File: src/rtl/sdcard_blkread.sv
// Block-read sequencer that masters the SD SPI engine register port: it polls for the
// data start token, streams one block into a byte buffer and checks the CRC16 residue.
module sdcard_blkread #(
   parameter int BLOCK_BYTES   = 512,
   parameter int TOKEN_TIMEOUT = 255
) (
   input  logic        clk,
   input  logic        reset_n,
   input  logic        start,
   input  logic        abort,
   output logic        busy,
   output logic        done,
   output logic [0:1]  status,
   output logic        buf_we,
   output logic [0:9]  buf_adr,
   output logic [0:7]  buf_d,
   output logic [0:3]  sd_adr,
   output logic        sd_cs,
   output logic [0:3]  sd_sel,
   output logic        sd_we,
   output logic [0:31] sd_d,
   input  logic [0:31] sd_q
);
   typedef enum logic [3:0] {
      S_IDLE  = 4'd0,
      S_TCLR  = 4'd1,
      S_TXFER = 4'd2,
      S_TPOLL = 4'd3,
      S_DCLR  = 4'd4,
      S_DXFER = 4'd5,
      S_DPOLL = 4'd6,
      S_CXFER = 4'd7,
      S_CPOLL = 4'd8,
      S_CCHK  = 4'd9,
      S_FIN   = 4'd10
   } state_t;

   localparam logic [9:0]  LAST_IDX = 10'(BLOCK_BYTES - 1);
   localparam logic [16:0] TMO_LIM  = 17'(TOKEN_TIMEOUT);
   // Card CS kept asserted, engine busy set, MOSI = 0xFF, divider lane untouched.
   localparam logic [0:31] XFER_D   = 32'h0000_11FF;
   localparam logic [0:1]  ST_OK    = 2'b00;
   localparam logic [0:1]  ST_CRC   = 2'b01;
   localparam logic [0:1]  ST_TMO   = 2'b10;
   localparam logic [0:1]  ST_BAD   = 2'b11;

   state_t      r_state;
   state_t      w_next;
   logic [9:0]  r_idx;
   logic [15:0] r_cnt;
   logic        r_c;
   logic [0:1]  r_status;
   logic [0:1]  w_fin_st;
   logic        w_rdy;
   logic [7:0]  w_byte;
   logic [15:0] w_crc;
   logic        w_unused;

   assign w_rdy    = ~sd_q[23];
   assign w_byte   = sd_q[24:31];
   assign w_crc    = sd_q[16:31];
   assign w_unused = ^sd_q[0:15];
   assign status   = r_status;

   // State register.
   always_ff @(posedge clk or negedge reset_n) begin
      if (!reset_n) r_state <= S_IDLE;
      else          r_state <= w_next;
   end

   // Next-state and completion-status selection; abort overrides everything.
   always_comb begin
      w_next   = r_state;
      w_fin_st = r_status;
      if (abort) begin
         w_next = S_IDLE;
      end else begin
         case (r_state)
            S_IDLE:  if (start) w_next = S_TCLR; else w_next = S_IDLE;
            S_TCLR:  w_next = S_TXFER;
            S_TXFER: w_next = S_TPOLL;
            S_TPOLL: begin
               if (!w_rdy) begin
                  w_next = S_TPOLL;
               end else if (w_byte == 8'hFE) begin
                  w_next = S_DCLR;
               end else if (w_byte == 8'hFF) begin
                  if (({1'b0, r_cnt} + 17'd1) < TMO_LIM) begin
                     w_next = S_TXFER;
                  end else begin
                     w_next   = S_FIN;
                     w_fin_st = ST_TMO;
                  end
               end else begin
                  w_next   = S_FIN;
                  w_fin_st = ST_BAD;
               end
            end
            S_DCLR:  w_next = S_DXFER;
            S_DXFER: w_next = S_DPOLL;
            S_DPOLL: begin
               if (!w_rdy)                 w_next = S_DPOLL;
               else if (r_idx == LAST_IDX) w_next = S_CXFER;
               else                        w_next = S_DXFER;
            end
            S_CXFER: w_next = S_CPOLL;
            S_CPOLL: begin
               if (!w_rdy)   w_next = S_CPOLL;
               else if (r_c) w_next = S_CCHK;
               else          w_next = S_CXFER;
            end
            S_CCHK: begin
               w_next = S_FIN;
               if (w_crc == 16'h0000) w_fin_st = ST_OK;
               else                   w_fin_st = ST_CRC;
            end
            S_FIN:   w_next = S_IDLE;
            default: w_next = S_IDLE;
         endcase
      end
   end

   // Byte index, token poll counter, CRC byte flag and latched status.
   always_ff @(posedge clk or negedge reset_n) begin
      if (!reset_n) begin
         r_idx    <= 10'd0;
         r_cnt    <= 16'd0;
         r_c      <= 1'b0;
         r_status <= ST_OK;
      end else begin
         if (r_state == S_IDLE && w_next == S_TCLR) begin
            r_idx <= 10'd0;
            r_cnt <= 16'd0;
         end else if (r_state == S_TPOLL && w_next == S_TXFER) begin
            r_cnt <= r_cnt + 16'd1;
         end else if (r_state == S_DCLR) begin
            r_idx <= 10'd0;
         end else if (r_state == S_DPOLL && w_next == S_DXFER) begin
            r_idx <= r_idx + 10'd1;
         end
         if (r_state == S_DPOLL && w_next == S_CXFER)      r_c <= 1'b0;
         else if (r_state == S_CPOLL && w_next == S_CXFER) r_c <= 1'b1;
         if (w_next == S_FIN) r_status <= w_fin_st;
      end
   end

   // Engine register accesses, buffer strobe and handshake outputs per state.
   always_comb begin
      sd_cs   = 1'b0;
      sd_we   = 1'b0;
      sd_adr  = 4'd0;
      sd_sel  = 4'b0000;
      sd_d    = 32'h0000_0000;
      buf_we  = 1'b0;
      buf_adr = 10'd0;
      buf_d   = 8'h00;
      done    = 1'b0;
      busy    = (r_state != S_IDLE) && (r_state != S_FIN);
      case (r_state)
         S_TCLR, S_DCLR: begin
            sd_cs  = 1'b1;
            sd_we  = 1'b1;
            sd_adr = 4'd1;
            sd_sel = 4'b0011;
         end
         S_TXFER, S_DXFER, S_CXFER: begin
            sd_cs  = 1'b1;
            sd_we  = 1'b1;
            sd_sel = 4'b0011;
            sd_d   = XFER_D;
         end
         S_TPOLL, S_CPOLL: sd_cs = 1'b1;
         S_DPOLL: begin
            sd_cs   = 1'b1;
            buf_adr = r_idx;
            buf_d   = w_byte;
            if (w_rdy && !abort) buf_we = 1'b1;
            else                 buf_we = 1'b0;
         end
         S_CCHK: begin
            sd_cs  = 1'b1;
            sd_adr = 4'd1;
         end
         S_FIN:   done = 1'b1;
         default: done = 1'b0;
      endcase
   end
endmodule
File: config.mk
export PLATFORM = sky130hd
export DESIGN_NAME = sdcard_blkread
export DESIGN_NICKNAME = d
export VERILOG_FILES = /design/src/rtl/sdcard_blkread.sv
export SDC_FILE = /design/constraint.sdc
export NUM_CORES = 1
export LEC_CHECK = 0
export ABC_AREA = 1
export CAP_MARGIN = 20
export CORE_ASPECT_RATIO = 2
export CORE_MARGIN = 8
export CORE_UTILIZATION = 45
export DETAILED_ROUTE_END_ITERATION = 8
export GPL_ROUTABILITY_DRIVEN = 0
export PLACE_DENSITY_LB_ADDON = 0.1
export SYNTH_ARGS = -nofsm -noshare
export SYNTH_HDL_FRONTEND = slang
export SYNTH_SLANG_ARGS = --single-unit
File: constraint.sdc
create_clock -name clk -period 2.2 [get_ports clk]
set_input_delay 0.22 -clock clk [delete_from_list [all_inputs] [get_ports clk]]
set_output_delay 0.22 -clock clk [all_outputs]
set_load 0.02 [all_outputs]
# Word-level counts from Yosys, hierarchy flattened
# Index checks and enable logic that the tools add are counted.
# word_totals
ram_bits	0
rom_bits	0
word_cells	90
output_inout_bits	65
reg_bits	33
mem_count	0
latchBits	0
# classes
magnitude_cmp	1
muxes	35
n_reduce_logical	21
eq_ne	23
n_mul	0
shift	0
div	0
n_bitwise	2
n_addsub	3
# ops
operator	n
two-way mux 10 bit	5
case mux 4 bit (10 select lines)	1
two-way mux 16 bit	2
two-way mux 4 bit	7
equality test 4 x 3 -> 1 bit (second input constant)	6
adder 16 x 1 -> 17 bit (second input constant)	1
< comparator 17 x 8 -> 1 bit (second input constant)	1
adder 16 x 1 -> 16 bit (second input constant)	1
equality test 4 bit (second input constant)	4
equality test 8 bit (second input constant)	2
logical NOT 16 bit	1
two-way mux 2 bit	7
two-way mux 13 bit	1
equality test 4 x 2 -> 1 bit (second input constant)	3
adder 10 x 1 -> 10 bit (second input constant)	1
equality test 10 x 9 -> 1 bit (second input constant)	1
two-way mux 1 bit	10
OR reduction 9 bit	1
equality test 4 x 1 -> 1 bit (second input constant)	2
two-way mux 8 bit	1
logical AND 1 bit	7
inequality test 2 bit (second input constant)	3
AND reduction 6 bit	1
nonzero test 2 bit	3
11 further kinds	13

# Depth between registers and ports, before layout
# depth
ltp_word	14
depth_mapped	16
mapped_depth_nobuf	16

# Least setup slack after synthesis
# OpenSTA, ideal clock, no wires.
# synth_timing
kind	register -> register
startpoint	reg r_idx[0]
endpoint	reg r_cnt[10]
path_slack_ps	268
t_arrival_ps	1816
n_path_buf	0
period_less_slack_ps	1932
stages_incl_launch_ff	15
path_cell_list	dfrtp_1 ha_1 nand3_2 nor2_2 nand2_2 nor2_4 nand3_1 nand2_1 nand2_1 nand3_2 nand3b_4 nor2_4 nand3_4 nand2_4 nor2_2
# synth_via
elab_chain_cells	8
# synth_rtl
item	line	text
from (decl)	49	logic [9:0] r_idx;
from (signal assigned)	139	r_idx <= r_idx + 10'd1;
equality test 10 x 9 -> 1 bit (*)	103	else if (r_idx == LAST_IDX) w_next = S_CXFER;
two-way mux 2 bit (*)	103	
two-way mux 2 bit (*)	102	if (!w_rdy) w_next = S_DPOLL;
case mux 4 bit (10 select lines) (*)	78	case (r_state)
two-way mux 4 bit (*)	75	if (abort) begin
equality test 4 x 1 -> 1 bit / equality test 4 x 2 -> 1 bit (equally long branches)	131, 134	
logical AND 1 bit, on equally long branches	131, 134	
two-way mux 16 bit / nonzero test 2 bit (equally long branches)	-	
to (signal assigned)	135	r_cnt <= r_cnt + 16'd1;
to (decl)	50	logic [15:0] r_cnt;
# Mark *: on every way between the ends. The rest lies on a longest branch, timed or not.
# A chain may end at the register's enable or synchronous reset.

# Final worst setup path
# layout_timing
startpoint	reg r_idx[1]
endpoint	reg r_cnt[8]
# Same word-level chain as after synthesis.

==> flow_summary.yaml <==
outcome:
  status: "complete, no violations"
synth:
  syn-cell-area_um2: 2770
  ys_seq_area_share_pct: 29.9
  synth_cell_types: 33
  synthCells: 405
  synth_area_per_cell_um2: 6.83
  synth_seq_cells: 33
  ys.warnings.count: 0
layout:
  antennaDiodeCount: 0
  instances_no_fill: 551
  final_cell_mix: "nand2_1, inv_1, nor2_1"
  final_nets: 527
  nFillCells: 565
  drive_gt1_share_pct: 20.7
  final_common_cell: "nand2_1"
  syn_to_final_growth_pct: 32.7
clocking:
  cts_buffers: 5
  cts_hold_buf: 0
  cts_sinks: 33
  cts_tree: "done"
  htreeDepth: 2
  clock_path_buffers: 2
  clockRootBuffer: "clkbuf_16"
  path_clk_slew_ns: 0.05
  clk_latency_ns: 0.28
place:
  dp_slack_ns: -0.0302
  hpwl_um: 6080
  io_buffer_count: 57
  placed_cells: 537
floorplan:
  start_util_pct: 46.4
  fp.coreArea_um2: 5960
  die_area_um2: 9060
  pin_count: 101
  rows: 40
  die_y_um: 127
  dieWidth_um: 71.4
detailed_routing:
  vias: 2717
  ant_nets: 0
  drt_iter0_markers: 113
  wire_per_inst_um: 14.0
  first_pass_iters: 4
  wirelength_um: 7700
  viasPerCell: 4.93
  drc: 0
worst_setup_path:
  crit_arrival_ns: 2.27
  cp_common_cell: "nor2_4"
  path_class: "reg2reg"
  max_stage_delay_ns: 0.41
  cp_max_fo: 7
  critPathLaunch: "r_idx[1]$_DFFE_PN0P_"
  ff2ff_path_depth: 15
  cpMaxStageDelayCell: "dfrtp_1"
  startpoint_type: "flop"
  r2r-start: "r_idx[1]$_DFFE_PN0P_"
  crit_path_end_kind: "flop"
  crit_required_ns: 2.37
  crit_chain: "ha_4 > nand3_4 > nor2_4 > nand2_2 > nor2_4 > nand3_2 > nand2_1 > nand2_1 > nand3_2 > buf_6 > nand3b_4 > nor2_4 > nand3_4 > nand2_8 > nor2_2"
pwr:
  power_frac_comb_pct: 40.2
  p_sw_share_pct: 37.7
  pwr-share-seq_pct: 30.4
  p_per_area_nw_per_um2: 604
  power.internal_mw: 1.38
  p_switching_uw: 835
  power.share.clock_pct: 29.4
  leakagePower_nw: 1.89
  ir_drop_v: 0.000677
timing:
  fin_skew_ns: 0.00782
  finalHoldViolations: 0
  final.min_clock_period_ns: 2.10
  slew_viol_final: 0
  fin_ws_ns: 0.102
  max_freq_mhz: 477
  fin_crit_sh_pct: 95.4
  setup_viol: 0
grt:
  grt-ovfl-total: 0
  antenna_found_initial: 0
  grt_pass1_wl_um: 11700
  track_usage_pct: 16.3
  grt_pass1_vias: 2634
  grt_max_degree: 34
min_path:
  hold_path_class: "in2async"
job:
  cap_viol_max_count: 0
synthesized netlist by cell type, drive strengths merged:
master | count | area, um2
ha | 2 | 25.0
nand3 | 34 | 198
clkbuf | 3 | 11.3
buf | 40 | 308
o211ai | 1 | 7.51
o21ai | 20 | 108
nor3 | 5 | 25.0
nand4 | 15 | 93.8
dfrtp | 33 | 826
nand2 | 89 | 367
nor2 | 78 | 373
a211oi | 1 | 7.51
nor4 | 5 | 37.5
o21a | 1 | 7.51
a21oi | 3 | 26.3
conb | 1 | 3.75
xnor2 | 1 | 8.76
inv | 63 | 236
nand3b | 3 | 35.0
xor2 | 7 | 61.3
per-stage QoR:
step	hold WS, ns	utilization [%]	power [mW]	cell area [um2]	TNS (ns)
after global routing	0.405	61.6	2.33	3670	-0.371
after CTS	0.372	58.9	2.21	3510	0
after floorplan	-0.0756	-	1.33	2860	0
after global placement	0.472	57.3	1.60	3410	-0.158
after detailed placement	0.496	57.3	1.61	3410	-0.164
final	0.354	61.6	2.22	3670	0
registers in the layout (all words and copies together), names as in the netlist:
signal	cells
r_idx	10
status	2
r_cnt	16
r_state	4
r_c	1
worst max-delay path, delay by kind of cell (launching register included):
kind / cells / cell delay, ns
flip-flops: 1 / 0.41
adder cells (fa/ha/maj): 1 / 0.17
AND/OR/NAND/NOR: 13 / 1.28
buffers and inverters: 1 / 0.11
metal layers:
layer  track usage, %  vias to the layer above  part of all wire, %
met2             32.7                       77                   58
met4             8.16                        0                  2.5
met3             4.03                       17                  5.4
met5                0                        -                    0
li1                 -                     1373                    -
met1             13.9                     1250                   34
worst paths after layout:
path                                         end  slack, ns
setup / recovery            r_cnt[8]$_DFFE_PN0P_       0.10
hold / removal             r_cnt[13]$_DFFE_PN0P_       0.35
setup reg to reg            r_cnt[8]$_DFFE_PN0P_       0.10
hold reg to reg             r_idx[9]$_DFFE_PN0P_       0.50
max in group asynchronous   r_cnt[3]$_DFFE_PN0P_       1.51
min in group clk            r_idx[9]$_DFFE_PN0P_       0.50
final cells by class:
| type | instances | area (um2) | share of cell area [%] |
|---|---|---|---|
| Clock buffer | 5 | 125 | 3.41 |
| Clock inverter | 1 | 5.00 | 0.136 |
| Inverter | 63 | 236 | 6.44 |
| Timing Repair Buffer | 93 | 813 | 22.2 |
| Tap cell | 63 | 78.8 | 2.15 |
| Multi-Input combinational cell | 293 | 1580 | 43.1 |
| Sequential cell | 33 | 830 | 22.6 |
what timing repair did:
action / 4_1_cts / 5_1_grt
setup buffers: 0 / 8
resized for setup: 34 / 27
pin swaps: 0 / 12
gates cloned: 0 / 1
setup endpoints to repair: 40 / 28
power groups by stage:
stage / Combinational, mW / Sequential [mW] / Clock [mW]
floorplan: 0.633 / 0.695 / 0
global placement: 0.921 / 0.683 / 0
detailed placement: 0.925 / 0.684 / 0
CTS: 0.869 / 0.674 / 0.671
global route: 0.958 / 0.679 / 0.691
finish: 0.890 / 0.674 / 0.652
cells by family after synthesis:
group | synth area share, %
compound gates | 5.66
xor+xnor | 2.53
fa+ha+maj | 0.905
buf+inv | 20.1
flops | 29.9
other cells | 0.136
simple gates | 40.8
Note: power is estimated with default switching activity, not from simulation.
